## config.mk

```make
export PLATFORM = sky130hd
export DESIGN_NAME = xor_frame_cksum
export DESIGN_NICKNAME = d
export VERILOG_FILES = /design/src/rtl/xor_frame_cksum_pkg.sv /design/src/rtl/xor_frame_cksum_ctrl.sv /design/src/rtl/xor_frame_cksum.sv
export SDC_FILE = /design/constraint.sdc
export NUM_CORES = 1
export LEC_CHECK = 0
export ABC_AREA = 1
export BUFFER_PORTS_ARGS = -buffer_cell sky130_fd_sc_hd__buf_2
export CAP_MARGIN = 20
export CORE_MARGIN = 4
export CORE_UTILIZATION = 46
export CTS_CLUSTER_DIAMETER = 200
export DETAILED_ROUTE_END_ITERATION = 10
export HOLD_SLACK_MARGIN = 0.06
export PLACE_DENSITY = 0.76
export RECOVER_POWER = 25
export SLEW_MARGIN = 20
export SYNTH_ARGS = -nofsm -noshare
export SYNTH_HDL_FRONTEND = slang
export SYNTH_SLANG_ARGS = --single-unit
```

## constraint.sdc

```tcl
create_clock -name clk -period 1.8 [get_ports clk]
set_clock_uncertainty 0.1 [all_clocks]
set_input_delay 0.09 -clock clk [delete_from_list [all_inputs] [get_ports clk]]
set_output_delay 0.09 -clock clk [all_outputs]
set_load 0.005 [all_outputs]
```

## src/rtl/xor_frame_cksum_pkg.sv

```systemverilog
// Shared types for the XOR frame checksum block.
// State encoding used by xor_frame_cksum_ctrl and visible to the datapath.
package xor_frame_cksum_pkg;

  typedef enum logic [1:0] {
    ST_IDLE  = 2'd0,
    ST_ACCUM = 2'd1,
    ST_HOLD  = 2'd2
  } state_t;

endpackage

```

## src/rtl/xor_frame_cksum_ctrl.sv

```systemverilog
// Frame sequencing FSM for xor_frame_cksum.
// state    | meaning
// ST_IDLE  | no word of the current frame accepted yet
// ST_ACCUM | at least one word accepted, frame still open
// ST_HOLD  | frame closed, result presented until the consumer takes it
module xor_frame_cksum_ctrl
  import xor_frame_cksum_pkg::*;
(
  input  logic   clk,
  input  logic   rst_n,
  input  logic   i_in_valid,
  input  logic   i_in_last,
  input  logic   i_at_limit,
  input  logic   i_out_ready,
  output logic   o_in_ready,
  output logic   o_out_valid,
  output state_t o_state
);

  state_t r_state;
  state_t w_state_nxt;
  logic   w_close;

  // a frame closes on its last word or when the word that fills it is accepted
  assign w_close = i_in_last | i_at_limit;

  always_ff @(posedge clk or negedge rst_n) begin
    if (!rst_n) begin
      r_state <= ST_IDLE;
    end else begin
      r_state <= w_state_nxt;
    end
  end

  always_comb begin
    w_state_nxt = r_state;
    case (r_state)
      ST_IDLE, ST_ACCUM: begin
        if (i_in_valid) begin
          w_state_nxt = w_close ? ST_HOLD : ST_ACCUM;
        end
      end
      ST_HOLD: begin
        if (i_out_ready) begin
          w_state_nxt = ST_IDLE;
        end
      end
      default: w_state_nxt = ST_IDLE;
    endcase
  end

  always_comb begin
    o_in_ready  = 1'b0;
    o_out_valid = 1'b0;
    case (r_state)
      ST_IDLE, ST_ACCUM: o_in_ready  = 1'b1;
      ST_HOLD:           o_out_valid = 1'b1;
      default: begin
        o_in_ready  = 1'b0;
        o_out_valid = 1'b0;
      end
    endcase
  end

  assign o_state = r_state;

endmodule

```

## src/rtl/xor_frame_cksum.sv

```systemverilog
// XOR checksum and word count over valid/ready framed input, one result per frame.
// Define XOR_FRAME_CKSUM_PARITY_EN to add the out_parity output.
module xor_frame_cksum
  import xor_frame_cksum_pkg::*;
#(
  parameter  int WIDTH     = 8,
  parameter  int MAX_WORDS = 16,
  localparam int CW        = $clog2(MAX_WORDS + 1)
) (
  input  logic             clk,
  input  logic             rst_n,
  input  logic             in_valid,
  output logic             in_ready,
  input  logic [WIDTH-1:0] in_data,
  input  logic             in_last,
  output logic             out_valid,
  input  logic             out_ready,
  output logic [WIDTH-1:0] out_sum,
  output logic [CW-1:0]    out_count,
`ifdef XOR_FRAME_CKSUM_PARITY_EN
  output logic             out_parity,
`endif
  output logic             out_err
);

  logic [WIDTH-1:0] r_acc;
  logic [CW-1:0]    r_count;
  logic             r_err;

  logic             w_xfer;
  logic             w_hshk;
  logic [CW-1:0]    w_count_nxt;
  logic             w_at_limit;
  state_t           w_state;

  assign w_xfer      = in_valid & in_ready;
  assign w_hshk      = out_valid & out_ready;
  assign w_count_nxt = r_count + CW'(1);
  assign w_at_limit  = (w_count_nxt == CW'(MAX_WORDS));

  xor_frame_cksum_ctrl u_ctrl (
    .clk         (clk),
    .rst_n       (rst_n),
    .i_in_valid  (in_valid),
    .i_in_last   (in_last),
    .i_at_limit  (w_at_limit),
    .i_out_ready (out_ready),
    .o_in_ready  (in_ready),
    .o_out_valid (out_valid),
    .o_state     (w_state)
  );

  // transfers and handshakes are mutually exclusive: in_ready is low in HOLD
  always_ff @(posedge clk or negedge rst_n) begin
    if (!rst_n) begin
      r_acc   <= '0;
      r_count <= '0;
      r_err   <= 1'b0;
    end else if (w_hshk) begin
      r_acc   <= '0;
      r_count <= '0;
      r_err   <= 1'b0;
    end else if (w_xfer) begin
      r_acc   <= r_acc ^ in_data;
      r_count <= w_count_nxt;
      r_err   <= w_at_limit & ~in_last;
    end
  end

  assign out_sum   = r_acc;
  assign out_count = r_count;
  assign out_err   = r_err;

`ifdef XOR_FRAME_CKSUM_PARITY_EN
  assign out_parity = ^r_acc;
`endif

  logic w_unused;
  assign w_unused = ^w_state;

endmodule

```

[Word-level counts from Yosys, hierarchy flattened]
Index checks and enable logic that the tools add are counted.
Storage, ports and cells
  output and inout port bits: 16
  bits of input ports: 13
  logic and storage cells: 32
  flip-flop bits (word level): 16
Cells by class
  bitwise operators: 6
  equality and inequality tests: 5
  reductions and logical operators: 4
  muxes and demuxes: 12
  $add $sub $neg: 1
Operator list (number)
  $mux 8: 2
  $mux 5: 2
  $xor 8x8->8: 1
  $mux 2: 3
  $add 5x1->5 const B: 1
  $eq 5x5->1 const B: 1
  $mux 1: 4
  $ne 2x2->1 const B: 2
  $pmux 2 s2: 1
  $and 1x1->1: 3
  $eq 2x1->1 const B: 1
  $eq 2x2->1 const B: 1
  $logic_not 2->1: 1
  $reduce_and 2->1: 1
  $reduce_bool 2->1: 1
  $reduce_or 2->1: 1
  $not 1->1: 1
  $or 1x1->1: 1

[Depth between registers and ports, before layout]
Gate-level depths: netlist (run 1).
  depth in word-level cells: 6
  depth in mapped cells: 8
  gate-level depth less buffers: 8

[Cells and area by module]
A second synthesis (run 1) with hierarchy kept.
Unflattened totals
  cells, all modules: 99
  area, all modules: 795.8 um^2
Modules (own cells, without submodules)
  xor_frame_cksum: times used 1, cells each 82, seq. area each 350.3 um^2, area each 681.9 um^2
  xor_frame_cksum_ctrl: times used 1, cells each 17, seq. area each 50.0 um^2, area each 113.9 um^2

[Least setup slack after synthesis (run 1)]
No wires, ideal clock.
  kind: register to register
  start: register r_count[0] (netlist: out_count[0])
  end: register u_ctrl.r_state[0] (netlist: u_ctrl.o_state[0])
  required time: 1.577 ns
  setup time: 0.123 ns
  path slack: 0.520 ns
  period minus slack after synthesis: 1.280 ns
  stages on the path, launching flop included: 8
  data arrival time: 1.057 ns
  path buffers: 0
  cells stage by stage: dfrtp_1 > ha_1 > nand3_1 > nand2_1 > nand2_1 > nand3_1 > nand2_1 > a21oi_1
Between the ends
  cells in the longest elaborated chain, start to end: 6
Ends and longest elaborated chain
  start: declaration: line xor_frame_cksum.sv:27  | logic [CW-1:0] r_count;
  start signal: assignment: line xor_frame_cksum.sv:65  | r_count <= w_count_nxt;
  $add 5x1->5: line xor_frame_cksum.sv:38  | assign w_count_nxt = r_count + CW'(1);
  $eq 5x5->1: line xor_frame_cksum.sv:39  | assign w_at_limit = (w_count_nxt == CW'(MAX_WORDS));
  $or 1x1->1: line xor_frame_cksum_ctrl.sv:25  | assign w_close = i_in_last | i_at_limit;
  $mux 2: line xor_frame_cksum_ctrl.sv:40  | w_state_nxt = w_close ? ST_HOLD : ST_ACCUM;
  $mux 2: line xor_frame_cksum_ctrl.sv:39  | if (i_in_valid) begin
  $pmux 2 s2: line xor_frame_cksum_ctrl.sv:37  | case (r_state)
  end signal: assignment: line xor_frame_cksum_ctrl.sv:31  | r_state <= w_state_nxt;
  end: declaration: line xor_frame_cksum_ctrl.sv:20  | state_t r_state;
No other way between the ends. The select of a mux whose other input is x is not followed.
A chain may end at the register's enable or synchronous reset.

[Final worst setup path (run 1)]
Ends and elaborated chain as after synthesis.

==> results of run 1 <==
## cells by family (layout without fill, tap and decap cells)
kind of cell	count (synthesis)	count (layout)	share of synthesized area, %
adders and majority gates	1	1	1.620
buffers and inverters	10	51	7.294
AOI/OAI and AO/OA	9	9	6.483
DFF	16	16	51.86
and+or+nand+nor	39	39	23.66
xor gates and xnor gates	8	8	9.077
## cell type report
| cell class | count | area [sq um] | area share [%] |
|---|---|---|---|
| sequential | 16 | 400.4 | 38.23 |
| inverter | 9 | 36.28 | 3.465 |
| clock buffer | 4 | 36.28 | 3.465 |
| timing repair buffer | 38 | 239.0 | 22.82 |
| multi-input combinational | 57 | 315.3 | 30.11 |
| tap | 16 | 20.02 | 1.912 |
## cells in the mapped netlist
cell type | n | area (sq um)
a21oi_1 | 2 | 10.01
a22o_1 | 1 | 8.760
buf_12 | 1 | 20.02
dfrtp_1 | 16 | 400.4
ha_1 | 1 | 12.51
inv_1 | 7 | 26.28
inv_2 | 1 | 3.750
inv_4 | 1 | 6.260
nand2_1 | 18 | 67.56
nand2_2 | 4 | 25.02
nand2_4 | 1 | 11.26
nand3_1 | 3 | 15.01
nand4_1 | 3 | 18.77
nor2_1 | 9 | 33.78
nor2_4 | 1 | 11.26
o21ai_0 | 5 | 25.02
o22ai_1 | 1 | 6.260
xor2_1 | 8 | 70.07
## per-stage QoR
stage / util [%] / std cells / power (mW) / hold WS, ps / area, sq um
floorplan: - / 83 / 0.8942 / -305.6 / 772.0
global placement: 59.17 / 126 / 1.086 / -84.59 / 912.1
detailed placement: 59.17 / 126 / 1.103 / -86.55 / 912.1
CTS: 68.02 / 140 / 1.363 / 67.99 / 1049
global route: 67.94 / 140 / 1.465 / 87.11 / 1047
finish: 67.94 / 140 / 1.363 / 53.26 / 1047
## sequential cells by signal, summed over array words and instances (netlist names)
name            cells
out_err             1
u_ctrl.o_state      2
out_count           5
out_sum             8
## layer usage
metal / up-vias / global-route usage (%)
met5: - / 0
met4: 0 / 5.381
met3: 3 / 4.893
met2: 30 / 26.74
met1: 310 / 17.37
li1: 344 / -
## worst max-delay path, stage by stage, from the launching register on
cell and delay, ps:
dfrtp_1 440, ha_1 230, nand3_1 90, nand2_1 70
nand2_1 80, nand3_1 90, nand2_1 60, a21oi_1 160
## power breakdown
part	internal, mW	switching [mW]	leakage [nW]	total [mW]
Combinational	0.239	0.244	0.340	0.482
Sequential	0.504	0.135	0.199	0.638
Clock	0.123	0.119	0.0210	0.242
Total	0.866	0.497	0.560	1.36
## cells in the final DEF, fill, tap and decap left out, drive strengths merged
cell type    count
nand3            3
nand2           23
xor2             8
a22o             1
inv              9
a21oi            2
ha               1
dlygate4sd3     10
nor2            10
nand4            3
o22ai            1
dfrtp           16
o21ai            5
buf             27
clkbuf           5
## how the worst min path moves through the flow
stage               startpoint      endpoint  slack [ps]  cells past startpoint
floorplan                rst_n  out_count[0]        -310                      0
global placement         rst_n       out_err         -80                      1
detailed placement       rst_n       out_err         -90                      1
CTS                 in_data[6]    out_sum[6]          70                      4
global route        in_data[6]    out_sum[6]          90                      4
finish              in_data[6]    out_sum[6]          50                      4
==> run summary, run 1 <==
First-pass detailed-route iteration total: 4
Sequential share of the synthesized area: 51.86%
Worst EP required: 1910 ps
Max Used Layer: met4
Synth Cell Area: 772.0 sq um
Status: complete, no violations
CP startpoint kind: register
Post-CTS sizing: 0
RR Startpoint: out_count[0]
Final setup violation count: 0
Antenna Cells: 0
Drt drc: 0
Total GRT Usage: 15.35%
Clock-pin transition on the worst setup and hold timing paths: 100 ps
Fraction of layout cells with a size suffix above 1: 31.45%
Worst Path Arrival: 1500 ps
Synthesized Nets: 97
FILL cells: 128
CTS sink count: 16
Tmin final: 1389 ps
Total Die Area: 2398 sq um
Fin crit share: 77.15%
Max Fclk: 0.7201 GHz
Hold WC Path Type: input pin to register
CTS Buffer Depth: 2
NumNets Final: 139
Worst skew pair latency: 290 ps
Initial Util: 50.08%
Setup WS pre-CTS: 418.3 ps
Slew @ Worst Pin: 818.4 ps
Post-route ant nets: 0
Clock buffer count from CTS: 3
Vias in the first global route: 657
First DRT Iteration DRCs: 14
IO buf count: 28
Hold-fix buffers, CTS: 10
Total grt overflow: 0
Die height: 48.97 um
WL/cell: 12.16 um
M1 WL: 706 um
TritonCTS clock tree: built
Root Driver: clkbuf_4
Initial antenna violation count: 0
CP max FO: 6
Crit path to: u_ctrl.o_state[0]
Ports: 29
Mean area per synthesized cell: 9.301 sq um
Crit end category: register
Cell count after synthesis: 83
Met2 wire len: 843 um
H-tree depth: 1
Area Overhead vs Synth: 35.66%
Crit Path Category: register to register
First-pass GRT wire length: 2.884 mm
Worst ir drop on vdd: 0.0007504 V
Worst reg2reg path depth: 7
Pwr dens: 1301 nW/um^2
Core area: 1541 sq um
Global placement routability congestion: 0.8894
Max Cap Violations: 0
Number of synthesis warnings: 0
Slew headroom: 45.44%
# rows: 14
Routed via count: 687
Postcts setup bufs: 0
Post-synth cell types: 18
Drt total wl: 1.702 mm
RSZ-0062 raised after global routing: false
Final hold viol count: 0
DR WL met3: 133 um
Synth Register Bits: 16
Sum Neg Setup Slack: 0 ps
Final WS setup: 411.3 ps
Dpl hpwl: 1.143 mm
Chip width: 48.97 um
Leakage: 0.5599 nW
Slew Limit Fails: 0
Vias per inst: 4.907
R2r setup slk: 410 ps
Crit. Startpoint: out_count[0]
Reg-to-Reg End: u_ctrl.o_state[0]
Largest net degree at the start of global routing: 17
No activity file was read; power rests on OpenSTA's default activity.
==> run 2: changes to the inputs <==
--- a/config.mk
+++ b/config.mk
@@ -5,15 +5,15 @@
 export SDC_FILE = /design/constraint.sdc
 export NUM_CORES = 1
 export LEC_CHECK = 0
-export ABC_AREA = 1
+export ABC_AREA = 0
 export BUFFER_PORTS_ARGS = -buffer_cell sky130_fd_sc_hd__buf_2
 export CAP_MARGIN = 20
 export CORE_MARGIN = 4
-export CORE_UTILIZATION = 46
+export CORE_UTILIZATION = 47
 export CTS_CLUSTER_DIAMETER = 200
 export DETAILED_ROUTE_END_ITERATION = 10
 export HOLD_SLACK_MARGIN = 0.06
-export PLACE_DENSITY = 0.76
+export PLACE_DENSITY = 0.77
 export RECOVER_POWER = 25
 export SLEW_MARGIN = 20
 export SYNTH_ARGS = -nofsm -noshare
==> constraint.sdc (replaced) <==
create_clock -name clk -period 1.3 [get_ports clk]
set_clock_uncertainty 0.1 [all_clocks]
set_input_delay 0.065 -clock clk [delete_from_list [all_inputs] [get_ports clk]]
set_output_delay 0.065 -clock clk [all_outputs]
set_load 0.005 [all_outputs]
==> run summary, run 2 <==
Max Fclk: 0.7722 GHz (was 0.7201 GHz)
IO buf count: 28 (unchanged)
Cell count after synthesis: 81 (was 83)
Final WS setup: 5.062 ps (was 411.3 ps)
Crit end category: register (unchanged)
Drt drc: 0 (unchanged)
CTS sink count: 16 (unchanged)
Final setup violation count: 0 (unchanged)
Post-synth cell types: 25 (was 18)
Drt total wl: 2.105 mm (was 1.702 mm)
Synth Cell Area: 787.0 sq um (was 772.0 sq um)
Largest net degree at the start of global routing: 17 (unchanged)
CP startpoint kind: register (unchanged)
Total grt overflow: 0 (unchanged)
Worst reg2reg path depth: 6 (was 7)
Global placement routability congestion: 0.8595 (was 0.8894)
Commonest non-fill, non-tap cell in the layout: buf_2 (unchanged)
Crit Path Category: register to register (unchanged)
Dpl hpwl: 1.304 mm (was 1.143 mm)
Number of synthesis warnings: 0 (unchanged)
Worst EP required: 1390 ps (was 1910 ps)
Fraction of layout cells with a size suffix above 1: 43.28% (was 31.45%)
First-pass GRT wire length: 3.525 mm (was 2.884 mm)
R2r setup slk: 5 ps (was 410 ps)
WL/cell: 14.03 um (was 12.16 um)
Most frequent cell after synthesis: dfrtp_1 (was nand2_1)
Sequential share of the synthesized area: 50.87% (was 51.86%)
Routed via count: 774 (was 687)
Antenna Cells: 0 (unchanged)
First DRT Iteration DRCs: 12 (was 14)
Fraction of registers with async set/reset: 100.0% (unchanged)
Ports: 29 (unchanged)
Number of flip-flops in the largest register: 8 (unchanged)
Total Die Area: 2393 sq um (was 2398 sq um)
Worst ir drop on vdd: 0.001154 V (was 0.0007504 V)
Mean area per synthesized cell: 9.716 sq um (was 9.301 sq um)
Most frequent cells after synthesis: dfrtp_1 (16), nand2_1 (15), nor2_1 (12), xor2_1 (10), o21ai_0 (4) (was nand2_1 (18), dfrtp_1 (16), nor2_1 (9), xor2_1 (8), inv_1 (7))
Area Overhead vs Synth: 58.98% (was 35.66%)
Ys flop type: dfrtp_1 (unchanged)
Top cell type's share of synthesized area: 50.87% (was 51.86%)
Max Cap Violations: 0 (unchanged)
Hold WC Path Type: input pin to register (unchanged)
Total power draw: 2.100 mW (was 1.363 mW)
Final hold viol count: 0 (unchanged)
Tmin final: 1295 ps (was 1389 ps)
TritonCTS clock tree: built (unchanged)
First-pass detailed-route iteration total: 4 (unchanged)
Slew Limit Fails: 0 (unchanged)
Synth Register Bits: 16 (unchanged)
Initial Util: 51.06% (was 50.08%)
Core area: 1541 sq um (unchanged)
Worst skew pair latency: 290 ps (about the same)
Post-route ant nets: 0 (unchanged)
Initial antenna violation count: 0 (unchanged)
Fin crit share: 99.61% (was 77.15%)
CP max FO: 7 (was 6)
Most frequent cells in the layout: buf_2 (27), dfrtp_1 (14), nand2_1 (13), nor2_1 (12), dlygate4sd3_1 (12) (was buf_2 (27), nand2_1 (18), dfrtp_1 (16), dlygate4sd3_1 (10), nor2_1 (9))
Slew @ Worst Pin: 872.7 ps (was 818.4 ps)
Slew headroom: 41.82% (was 45.44%)
NumNets Final: 149 (was 139)
Clock buffer count from CTS: 3 (unchanged)
Pwr dens: 1678 nW/um^2 (was 1301 nW/um^2)
Area post-placement: 1025 sq um (was 912.1 sq um)
Worst Path Arrival: 1380 ps (was 1500 ps)
Hold depth: 3 (was 4)
FILL cells: 103 (was 128)
Die height: 48.92 um (was 48.97 um)
Vias per inst: 5.160 (was 4.907)
# rows: 14 (unchanged)
Synthesized Nets: 95 (was 97)
Total GRT Usage: 18.58% (was 15.35%)
Clock-pin transition on the worst setup and hold timing paths: 100 ps (about the same)
H-tree depth: 1 (unchanged)
Root Driver: clkbuf_4 (unchanged)
Yosys top cell by area: dfrtp_1 (unchanged)
Status: complete, no violations (unchanged)
Vias in the first global route: 798 (was 657)
RSZ-0062 raised after global routing: true (was false)
Post-synth EDFFs: 0 (unchanged)
Largest cells by area after synthesis: dfrtp_1 (51%), xor2_1 (11%), nand2_1 (7.2%), nor2_1 (5.7%), o21ai_0 (2.5%) (was dfrtp_1 (52%), xor2_1 (9.1%), nand2_1 (8.8%), nor2_1 (4.4%), inv_1 (3.4%))
Sum Neg Setup Slack: 0 ps (unchanged)
Final hold slack: 68.89 ps (was 53.26 ps)
Leakage: 0.6082 nW (was 0.5599 nW)
Chip width: 48.92 um (was 48.97 um)
Post-route design area: 1251 sq um (was 1047 sq um)
Setup WS pre-CTS: 1.974 ps (was 418.3 ps)
CTS Buffer Depth: 2 (unchanged)
run 2: cell count changes in the layout (fill, tap and decap cells not counted), sizes merged, moves of 2 or more:
| cell | previous run | this run |
|---|---|---|
| inv | 9 | 1 |
| buf | 27 | 39 |
| nor2 | 10 | 12 |
| nand2 | 23 | 15 |
| xor2 | 8 | 10 |
| nand4 | 3 | 0 |
| dlygate4sd3 | 10 | 12 |
| nand2b | 0 | 2 |
run 2: per-stage QoR:
| stage | util, % | std cells |
|---|---|---|
| 6_report | 81.17 | 150 |
| 5_1_grt | 81.17 | 150 |
| 3_5_place_dp | 66.48 | 131 |
| 3_3_place_gp | 66.48 | 131 |
| 4_1_cts | 79.22 | 150 |
| 2_1_floorplan | - | 81 |
run 2: cells by family (layout without fill, tap and decap cells):
logic type               after synthesis  count (layout)  synth area share (%)
flip-flops                            16              16                 50.87
XOR/XNOR                              11              11                 12.24
AND/OR/NAND/NOR                       37              37                 21.78
buffers and inverters                  4              57                 2.703
AO/OA/AOI/OAI                         12              12                 10.81
adder cells (fa/ha/maj)                1               1                 1.590
run 2: critical path, stage by stage (launching register included):
cell and delay, ps:
dfrtp_1 430, nor2b_2 170, buf_12 130, buf_12 110, nand2_2 50, xor2_1 140
nor2_1 50
run 2: final timing paths:
check	from	end
max reg2reg	u_ctrl.o_state[1]	out_sum[6]
min reg2reg	u_ctrl.o_state[0]	u_ctrl.o_state[1]
min in group asynchronous	rst_n	out_count[4]
max in group asynchronous	rst_n	out_count[1]
max	u_ctrl.o_state[1]	out_sum[6]
min	in_valid	out_count[0]
run 2: final cells by class:
class / count / area (sq um) / share of cell area, %
clock buffers: 4 / 36.28 / 2.900
repair buffers: 52 / 374.1 / 29.90
inverters: 1 / 3.754 / 0.3000
multi-input cells: 61 / 414.1 / 33.10
flip-flops and latches: 16 / 402.9 / 32.20
well taps: 16 / 20.02 / 1.600
run 2: power breakdown:
group	switching (mW)	internal (mW)
clock network	0.163	0.171
logic	0.423	0.482
registers	0.172	0.689
total	0.758	1.34
run 2: layer usage:
| layer | wire length (um) | global-route usage (%) |
|---|---|---|
| met1 | 840 | 21.73 |
| met2 | 1107 | 31.96 |
| met3 | 147 | 4.281 |
| met4 | 9 | 8.072 |
| met5 | 0 | 0 |
run 2: repair_timing:
action                                  4_1_cts  5_1_grt
hold buffers                                 12        0
pin swaps                                     3        5
endpoints found under the setup margin        2       13
buffers inserted                              3        0
endpoints found under the hold margin        27        0
gates resized for setup                       1        9
==> run 3: changes to the inputs <==
--- a/config.mk
+++ b/config.mk
@@ -6,7 +6,7 @@
 export NUM_CORES = 1
 export LEC_CHECK = 0
 export ABC_AREA = 0
-export BUFFER_PORTS_ARGS = -buffer_cell sky130_fd_sc_hd__buf_2
+export BUFFER_PORTS_ARGS = -buffer_cell sky130_fd_sc_hd__buf_4
 export CAP_MARGIN = 20
 export CORE_MARGIN = 4
 export CORE_UTILIZATION = 47
@@ -15,6 +15,7 @@
 export HOLD_SLACK_MARGIN = 0.06
 export PLACE_DENSITY = 0.77
 export RECOVER_POWER = 25
+export SKIP_LAST_GASP = 1
 export SLEW_MARGIN = 20
 export SYNTH_ARGS = -nofsm -noshare
 export SYNTH_HDL_FRONTEND = slang
==> run summary, run 3 (synthesis results as in run 2) <==
Leakage: 0.6240 nW (was 0.6082 nW)
Largest net degree at the start of global routing: 17 (unchanged)
TritonCTS clock tree: built (unchanged)
Final hold slack: 233.4 ps (was 68.89 ps)
Chip width: 48.92 um (unchanged)
Final WS setup: -19.56 ps (was 5.062 ps)
Tmin final: 1320 ps (was 1295 ps)
Hold WC Path Type: input pin to register (unchanged)
Met2 Usage GRT: 34.13% (was 31.96%)
Die height: 48.92 um (unchanged)
Slew headroom: 40.57% (was 41.82%)
First-pass GRT wire length: 3.615 mm (was 3.525 mm)
Violated checks: setup timing
Root Driver: clkbuf_4 (unchanged)
Slew Limit Fails: 0 (unchanged)
Busiest layer in global routing: met2 (unchanged)
Crit Path Category: register to register (unchanged)
CP top delay family: compound AO/OA/AOI/OAI gates (was flip-flops)
RSZ-0062 raised after global routing: true (unchanged)
Clock buffer count from CTS: 3 (unchanged)
Initial antenna violation count: 0 (unchanged)
Vias per inst: 5.000 (was 5.160)
First-pass detailed-route iteration total: 4 (unchanged)
CTS sink count: 16 (unchanged)
Drt drc: 0 (unchanged)
Crit-path max cell delay: 450 ps (was 430 ps)
WL/cell: 14.03 um (about the same)
Global placement routability congestion: 0.8663 (was 0.8595)
Antenna Cells: 0 (unchanged)
Routed via count: 760 (was 774)
CTS Buffer Depth: 2 (unchanged)
Dpl hpwl: 1.395 mm (was 1.304 mm)
Fraction of layout cells with a size suffix above 1: 40.44% (was 43.28%)
Met1 GRT Util: 22.78% (was 21.73%)
Area Overhead vs Synth: 64.39% (was 58.98%)
Slew @ Worst Pin: 891.5 ps (was 872.7 ps)
Worst skew pair latency: 280 ps (was 290 ps)
Commonest non-fill, non-tap cell in the layout: buf_4 (was buf_2)
Vias in the first global route: 786 (was 798)
Most frequent cells in the layout: buf_4 (39), nand2_1 (15), dfrtp_1 (14), dlygate4sd3_1 (13), nor2_1 (11) (was buf_2 (27), dfrtp_1 (14), nand2_1 (13), nor2_1 (12), dlygate4sd3_1 (12))
Total grt overflow: 0 (unchanged)
Setup WS pre-CTS: -4.773 ps (was 1.974 ps)
Initial Util: 51.06% (unchanged)
Core area: 1541 sq um (unchanged)
Clock-pin transition on the worst setup and hold timing paths: 100 ps (about the same)
Total GRT Usage: 18.98% (was 18.58%)
Worst Path Arrival: 1400 ps (was 1380 ps)
Final setup violation count: 2 (was 0)
Area post-placement: 1090 sq um (was 1025 sq um)
IO buf count: 28 (unchanged)
NumNets Final: 151 (was 149)
M3 GR Usage: 4.281% (unchanged)
# rows: 14 (unchanged)
Ports: 29 (unchanged)
First DRT Iteration DRCs: 6 (was 12)
Final hold viol count: 0 (unchanged)
Fin crit share: 101.5% (was 99.61%)
Max Fclk: 0.7578 GHz (was 0.7722 GHz)
CP startpoint kind: register (unchanged)
Pwr dens: 1676 nW/um^2 (was 1678 nW/um^2)
CP max FO: 4 (was 7)
Crit end category: register (unchanged)
H-tree depth: 1 (unchanged)
Max Cap Violations: 0 (unchanged)
Number of flip-flops in the largest register: 8 (unchanged)
Worst EP required: 1380 ps (was 1390 ps)
Total Die Area: 2393 sq um (unchanged)
Status: complete, but fails checks (was complete, no violations)
Slowest CP cell: dfrtp_2 (was dfrtp_1)
Buf+Inv Stages, Crit Path: 0 (was 2)
Drt total wl: 2.132 mm (was 2.105 mm)
Worst ir drop on vdd: 0.001362 V (was 0.001154 V)
Post-route ant nets: 0 (unchanged)
CP Cell Sequence: a21oi_1, o2bb2ai_1, nand3_1, a31o_2 (was nor2b_2, buf_12, buf_12, nand2_2, xor2_1, nor2_1)
Post-route design area: 1294 sq um (was 1251 sq um)
[run 3: changes by cell type in the layout (fill, tap and decap cells not counted), sizes merged]
cell         change
buf              +1
dlygate4sd3      +1
[run 3: per-layer routing]
metal,wire [um],vias up
met5,0,-
met3,105,2
met1,918,355
met4,10,0
met2,1098,24
li1,-,379
[run 3: final cells by class]
type	instances	area [sq um]
tap	16	20.02
timing repair buffer	54	437.9
fill	96	247.7
multi-input combinational	61	392.9
sequential	16	402.9
inverter	1	3.754
clock buffer	4	36.28
[run 3: final timing paths]
path,start,endpoint,slack [ps],cells after the start
setup / recovery,out_count[0],u_ctrl.o_state[0],-20,4
hold / removal,in_valid,out_count[2],230,5
setup reg to reg,out_count[0],u_ctrl.o_state[0],-20,4
hold reg to reg,u_ctrl.o_state[0],u_ctrl.o_state[1],430,1
max in group asynchronous,rst_n,out_count[1],180,2
min in group asynchronous,rst_n,out_err,310,2
[run 3: where the power goes]
group | switching [mW] | leakage, nW | internal [mW]
logic | 0.405 | 0.402 | 0.562
registers | 0.175 | 0.201 | 0.689
clock network | 0.167 | 0.0210 | 0.170
total | 0.747 | 0.624 | 1.42
[run 3: what timing repair did]
item | CTS | global route
hold buffers | 12 | 1
endpoints found under the setup margin | 2 | 18
hold endpoints to repair | 27 | 5
setup buffers | 1 | 2
resized for setup | 2 | 4
pin swaps | 3 | 0
[run 3: worst min-delay path, stage by stage]
cell and delay (ps):
buf_4 110, nor2b_2 160, buf_6 120, nand2_1 60, o21ai_0 60
[run 3: per-stage QoR]
| step | util [%] | power (mW) | setup TNS, ps | std cells |
|---|---|---|---|---|
| 5_1_grt | 83.93 | 2.345 | -603.1 | 152 |
| 6_report | 83.93 | 2.168 | -29.92 | 152 |
| 4_1_cts | 81.90 | 2.140 | 0 | 149 |
| 3_3_place_gp | 70.70 | 1.737 | 0 | 132 |
| 3_5_place_dp | 70.70 | 1.771 | -4.773 | 132 |
| 2_1_floorplan | - | 1.247 | -3.869 | 81 |
